--- config.mk ---
export PLATFORM = sky130hd
export DESIGN_NAME = draw_square_move_ctl_flat
export DESIGN_NICKNAME = d
export VERILOG_FILES = /design/src/rtl/draw_square_move_ctl_if.sv /design/src/rtl/draw_square_move_ctl.sv /design/src/flat_wrapper.sv
export SDC_FILE = /design/constraint.sdc
export NUM_CORES = 1
export LEC_CHECK = 0
export CORE_MARGIN = 2
export CORE_UTILIZATION = 53
export DETAILED_ROUTE_END_ITERATION = 16
export PLACE_DENSITY = 0.85
export SYNTH_ARGS = -nofsm -noshare
export SYNTH_HDL_FRONTEND = slang
export SYNTH_SLANG_ARGS = --single-unit
--- constraint.sdc ---
create_clock -name clk -period 3.9 [get_ports clk]
set_input_delay 0.78 -clock clk [delete_from_list [all_inputs] [get_ports clk]]
set_output_delay 0.78 -clock clk [all_outputs]
set_load 0.005 [all_outputs]
--- src/rtl/draw_square_move_ctl_if.sv ---
// VGA timing bundle shared between the timing generator and per-frame consumers.
interface vga_if #(
  parameter int unsigned W = 11
);
  logic [W-1:0] hcount;
  logic [W-1:0] vcount;

  modport master (output hcount, output vcount);
  modport slave  (input  hcount, input  vcount);
endinterface

--- src/rtl/draw_square_move_ctl.sv ---
// Frame-synchronous square position controller: 4-way step moves with auto-repeat, home and window limits.
// Define SQUARE_WRAP_EN to wrap at the window edges instead of clamping.
module draw_square_move_ctl #(
  parameter int unsigned W          = 12,
  parameter int unsigned X_INIT     = 150,
  parameter int unsigned Y_INIT     = 100,
  parameter int unsigned STEP       = 8,
  parameter int unsigned SIZE       = 8,
  parameter int unsigned X_MIN      = 0,
  parameter int unsigned X_MAX      = 1023,
  parameter int unsigned Y_MIN      = 0,
  parameter int unsigned Y_MAX      = 767,
  parameter int unsigned REPEAT_DLY = 15,
  parameter int unsigned REPEAT_DIV = 2
) (
  input  logic         clk,
  input  logic         rst_n,
  vga_if.slave         vga_in,
  input  logic [3:0]   move_req,
  input  logic         home,
  output logic [W-1:0] xpos_square,
  output logic [W-1:0] ypos_square,
  output logic [3:0]   at_edge,
  output logic         moving
);

  localparam logic [W-1:0] X_LO   = W'(X_MIN);
  localparam logic [W-1:0] X_HI   = W'(X_MAX - SIZE + 1);
  localparam logic [W-1:0] Y_LO   = W'(Y_MIN);
  localparam logic [W-1:0] Y_HI   = W'(Y_MAX - SIZE + 1);
  localparam logic [W-1:0] X_HOME = W'(X_INIT);
  localparam logic [W-1:0] Y_HOME = W'(Y_INIT);
  localparam logic signed [W:0] STEP_V = (W+1)'(STEP);

  localparam int unsigned  CW     = $clog2(REPEAT_DLY + REPEAT_DIV + 1);
  localparam logic [CW-1:0] DLY_LD = CW'(REPEAT_DLY);
  localparam logic [CW-1:0] DIV_LD = CW'(REPEAT_DIV - 1);

  localparam logic [1:0] ST_IDLE   = 2'd0;
  localparam logic [1:0] ST_MOVE   = 2'd1;
  localparam logic [1:0] ST_REPEAT = 2'd2;

  logic [W-1:0]  x_q, x_d, y_q, y_d;
  logic [1:0]    state_q, state_d;
  logic [CW-1:0] cnt_q, cnt_d;
  logic [3:0]    req_lat_q, req_lat_d;
  logic          home_lat_q, home_lat_d;

  logic       frame_tick;
  logic [3:0] req_eff;
  logic       home_eff;
  logic       step_en;

  // One axis step in W+1 signed bits so a step below zero is caught before truncation.
  function automatic logic [W-1:0] step_axis(
    input logic [W-1:0] pos,
    input logic         inc,
    input logic         dec,
    input logic [W-1:0] lo,
    input logic [W-1:0] hi
  );
    logic signed [W:0] p;
    logic signed [W:0] n;
    p = $signed({1'b0, pos});
    if (inc)      n = p + STEP_V;
    else if (dec) n = p - STEP_V;
    else          n = p;
    step_axis = n[W-1:0];
    if (n < $signed({1'b0, lo}))      step_axis = lo;
    else if (n > $signed({1'b0, hi})) step_axis = hi;
`ifdef SQUARE_WRAP_EN
    if (inc && pos == hi) step_axis = lo;
    if (dec && pos == lo) step_axis = hi;
`endif
  endfunction

  always_comb begin
    frame_tick = (vga_in.hcount == '0) && (vga_in.vcount == '0);
    req_eff    = req_lat_q | move_req;
    home_eff   = home_lat_q | home;

    x_d        = x_q;
    y_d        = y_q;
    state_d    = state_q;
    cnt_d      = cnt_q;
    req_lat_d  = req_eff;
    home_lat_d = home_eff;
    step_en    = 1'b0;

    if (frame_tick) begin
      // Latches restart from this cycle's inputs so a request on the tick cycle also counts next frame.
      req_lat_d  = move_req;
      home_lat_d = home;
      if (home_eff) begin
        x_d     = X_HOME;
        y_d     = Y_HOME;
        state_d = ST_IDLE;
        cnt_d   = '0;
      end else if (req_eff == '0) begin
        state_d = ST_IDLE;
        cnt_d   = '0;
      end else begin
        case (state_q)
          ST_IDLE: begin
            step_en = 1'b1;
            cnt_d   = DLY_LD;
            state_d = ST_MOVE;
          end
          ST_MOVE: begin
            if (cnt_q == CW'(1)) begin
              state_d = ST_REPEAT;
              cnt_d   = DIV_LD;
            end else begin
              cnt_d = cnt_q - CW'(1);
            end
          end
          ST_REPEAT: begin
            if (cnt_q == '0) begin
              step_en = 1'b1;
              cnt_d   = DIV_LD;
            end else begin
              cnt_d = cnt_q - CW'(1);
            end
          end
          default: begin
            state_d = ST_IDLE;
            cnt_d   = '0;
          end
        endcase
      end
    end

    if (step_en) begin
      x_d = step_axis(x_q, req_eff[0] & ~req_eff[1], req_eff[1] & ~req_eff[0], X_LO, X_HI);
      y_d = step_axis(y_q, req_eff[2] & ~req_eff[3], req_eff[3] & ~req_eff[2], Y_LO, Y_HI);
    end
  end

  always_ff @(posedge clk or negedge rst_n) begin
    if (!rst_n) begin
      x_q        <= X_HOME;
      y_q        <= Y_HOME;
      state_q    <= ST_IDLE;
      cnt_q      <= '0;
      req_lat_q  <= '0;
      home_lat_q <= 1'b0;
    end else begin
      x_q        <= x_d;
      y_q        <= y_d;
      state_q    <= state_d;
      cnt_q      <= cnt_d;
      req_lat_q  <= req_lat_d;
      home_lat_q <= home_lat_d;
    end
  end

  assign xpos_square = x_q;
  assign ypos_square = y_q;
  assign moving      = (state_q != ST_IDLE);
  assign at_edge     = {y_q == Y_LO, y_q == Y_HI, x_q == X_LO, x_q == X_HI};

endmodule

--- src/flat_wrapper.sv ---
// flat-port wrapper written by rule: the top's interface ports become plain ports
module draw_square_move_ctl_flat 
#(
  parameter int unsigned W          = 12,
  parameter int unsigned X_INIT     = 150,
  parameter int unsigned Y_INIT     = 100,
  parameter int unsigned STEP       = 8,
  parameter int unsigned SIZE       = 8,
  parameter int unsigned X_MIN      = 0,
  parameter int unsigned X_MAX      = 1023,
  parameter int unsigned Y_MIN      = 0,
  parameter int unsigned Y_MAX      = 767,
  parameter int unsigned REPEAT_DLY = 15,
  parameter int unsigned REPEAT_DIV = 2
)
  (clk, rst_n, move_req, home, xpos_square, ypos_square, at_edge, moving, vga_in_hcount, vga_in_vcount);
  vga_if #(.W(W)) vga_in_i ();
  input  logic clk;
  input  logic rst_n;
  input  logic [3:0] move_req;
  input  logic home;
  output logic [W-1:0] xpos_square;
  output logic [W-1:0] ypos_square;
  output logic [3:0] at_edge;
  output logic moving;
  input wire logic [$bits(vga_in_i.hcount)-1:0] vga_in_hcount;
  input wire logic [$bits(vga_in_i.vcount)-1:0] vga_in_vcount;
  assign vga_in_i.hcount = vga_in_hcount;
  assign vga_in_i.vcount = vga_in_vcount;
  draw_square_move_ctl #(.W(W), .X_INIT(X_INIT), .Y_INIT(Y_INIT), .STEP(STEP), .SIZE(SIZE), .X_MIN(X_MIN), .X_MAX(X_MAX), .Y_MIN(Y_MIN), .Y_MAX(Y_MAX), .REPEAT_DLY(REPEAT_DLY), .REPEAT_DIV(REPEAT_DIV)) u_core (.clk(clk), .rst_n(rst_n), .vga_in(vga_in_i), .move_req(move_req), .home(home), .xpos_square(xpos_square), .ypos_square(ypos_square), .at_edge(at_edge), .moving(moving));
endmodule
==> results.yml <==
placement:
  post-place-ws_ns: 0.4903
  gp_congestion: 0.9084
  hpwl_um: 4776
  numPortBuffers: 56
global_routing:
  grt_pass1_wl_um: 10650
  antenna_found_initial: 0
  track_usage_pct: 25.12
  overflow: 0
  grt_max_degree: 33
  grt_pass1_vias: 2373
layout:
  drive_above_1_share_pct: 14.08
  area_delta_synth_final_pct: 27.73
  fillers: 348
  multiInputGateArea_mm2: 0.001551
  regArea_um2: 808.3
  diodes: 0
  fin_nets: 391
worst_hold_path:
  hold_end: "u_core.home_lat_q$_DFF_PN0_"
  hold_path_startpoint: "u_core.home_lat_q$_DFF_PN0_"
  whs_path_depth: 1
  holdCritPathClass: "register to register"
routing:
  antenna_left: 0
  drc: 0
  drt-vias-per-instance: 6.157
  wl_per_cell_um: 15.05
  drt_first_iter_violations: 237
  dr.pass1.iters: 4
  drt-total-wl_um: 6124
  num_vias: 2506
synth:
  synth_top_area_cell: "dfrtp_1"
  synth_cell_types: 72
  synth_most_common_cell: "nor2_1"
  synth.avg_cell_area_um2: 8.429
  synth_ff_type: "dfrtp_1"
  syn_area_mm2: 0.002495
  yosys-top-cells-count: "nor2_1, dfrtp_1, o21ai_0"
  async_flop_share_pct: 100.0
  syn_inst: 296
  ys_top_cells_by_area: "dfrtp_1, dfstp_2, nor2_1"
  synth_edf_count: 0
  synth_top_area_share_pct: 26.08
  ys_ff_latch: 32
  seq_area_frac_synth_pct: 32.40
  yosys_warnings: 0
cts:
  cts_tree: "yes"
  clock_latency_ns: 0.29
  path_clk_slew_ns: 0.07
  cts_root_buffer: "clkbuf_8"
  cts_resized: 0
  numCtsBuffers: 5
  post-cts-setup-buffers: 0
  cts.sinks: 32
  clockBufferDepth: 2
  postCtsHoldBufs: 0
  htreeDepth: 2
die:
  start_util_pct: 56.14
  die_area_mm2: 0.005272
  io_pins: 60
  die_w_um: 72.61
  core_area_mm2: 0.004444
  die_h_um: 72.61
  num_rows: 24
sta:
  setup_slack_ns: 0.6572
  max_clock_freq_mhz: 308.4
  tns_ns: 0
  rsz0062_at_grt: "no"
  finClkSkew_ns: 0.01202
  fin_crit_sh_pct: 83.15
  setup_violations: 0
  hold_viol: 0
  relSlewSlack_pct: 52.40
  worst_slew_pin_slew_ns: 0.7079
  fin_crit_ns: 3.243
  final_max_slew_viol_count: 0
setup_path:
  worstPathRequired_ns: 3.12
  rr_worst_depth: 9
  cp-start-kind: "register"
  reg2reg_to: "u_core.ypos_square[2]$_DFFE_PN1P_"
  r2r_start: "u_core.ypos_square[4]$_DFFE_PN0P_"
  critPathMaxFanout: 9
  cp_data_arrival_time_ns: 2.46
  crit_path_end_kind: "output port"
  r2r_slack_ns: 1.21
  setup.worst_path.class: "register to output port"
power_and_ir_drop:
  seq_power_share_pct: 50.7
  comb_power_share_pct: 6.2
  power_switching_share_pct: 20.60
  p_sw_mw: 0.1351
  power.leakage_nw: 1.261
  clkPwrFrac_pct: 43.1
  powerDensity_mw_per_mm2: 205.8
  p_int_mw: 0.5208
  ir_drop_mv: 0.1741
job:
  drv_cap: 0
run_status:
  status: "finished clean"
-- power by group through the flow --
stage          clock network [mW]  logic (mW)  registers [mW]
2_1_floorplan                   0     0.00406           0.338
3_5_place_dp                    0      0.0414           0.338
6_report                    0.283      0.0406           0.332
4_1_cts                     0.287      0.0415           0.332
3_3_place_gp                    0      0.0409           0.338
5_1_grt                     0.301      0.0445           0.332
-- worst max-delay path by stage --
stage                                      startpoint                           endpoint  slack [ns]  cells past startpoint
floorplan                                 move_req[2]  u_core.ypos_square[5]$_DFFE_PN1P_        1.21                      8
global placement                          move_req[2]  u_core.ypos_square[5]$_DFFE_PN1P_        0.59                      9
detailed placement                        move_req[2]  u_core.ypos_square[5]$_DFFE_PN1P_        0.49                      9
CTS                 u_core.xpos_square[6]$_DFFE_PN0P_                         at_edge[1]        0.66                      5
global route        u_core.xpos_square[6]$_DFFE_PN0P_                         at_edge[1]        0.51                      5
finish              u_core.xpos_square[6]$_DFFE_PN0P_                         at_edge[1]        0.66                      5
-- layout make-up --
cell class	instances	area share (%)
sequential	32	25.36
inverter	13	1.531
multi-input combinational	239	48.68
timing repair buffer	63	19.24
clock buffer	8	3.141
tap	52	2.042
-- metal layers --
layer	vias up	GRT usage [%]	part of all wire (%)
li1	1211	-	-
met3	11	3.867	4.7
met5	-	0	0
met1	1203	32.87	45
met2	81	42.12	49
met4	0	9.053	1.7
-- logic make-up after synthesis --
logic type | count (synthesis) | synth area share (%)
and+or+nand+nor | 139 | 32.10
AOI/OAI and AO/OA | 80 | 22.57
DFF | 32 | 32.40
buffers and inverters | 27 | 5.717
xor gates and xnor gates | 8 | 2.809
adders and majority gates | 6 | 3.009
muxes | 3 | 1.254
other | 1 | 0.1503
-- flip-flops by register name (all words and copies together) (netlist names) --
signal	flops
u_core.state_q	2
u_core.ypos_square	10
u_core.xpos_square	10
u_core.home_lat_q	1
u_core.cnt_q	5
u_core.req_lat_q	4
-- cells in the final DEF (no fill, tap or decap), types with 10 or more instances in the layout --
cell / count
inv_1: 13
nor3_1: 11
nand3_1: 10
clkdlybuf4s50_1: 56
nand2_1: 19
nor4_1: 13
o21ai_0: 24
dfrtp_1: 26
a21oi_1: 11
nor2_1: 33
-- critical path, cell delays in order (launching register included) --
cell and delay [ns]:
dfrtp_1 0.48, nor4_1 0.40, nand2_1 0.16, or4_1 0.52
nor2_1 0.11, clkdlybuf4s50_1 0.51
-- metrics by stage --
step | total power, mW | instance area [µm²] | hold slack [ns] | util, % | cells
CTS | 0.6602 | 3187 | 0.4795 | 71.71 | 407
global placement | 0.3790 | 3087 | 0.4595 | 69.45 | 399
finish | 0.6558 | 3187 | 0.4779 | 71.71 | 407
detailed placement | 0.3795 | 3087 | 0.4661 | 69.45 | 399
floorplan | 0.3423 | 2502 | 0.4501 | - | 298
global route | 0.6773 | 3187 | 0.5189 | 71.71 | 407
No activity file was read; power rests on OpenSTA's default activity.
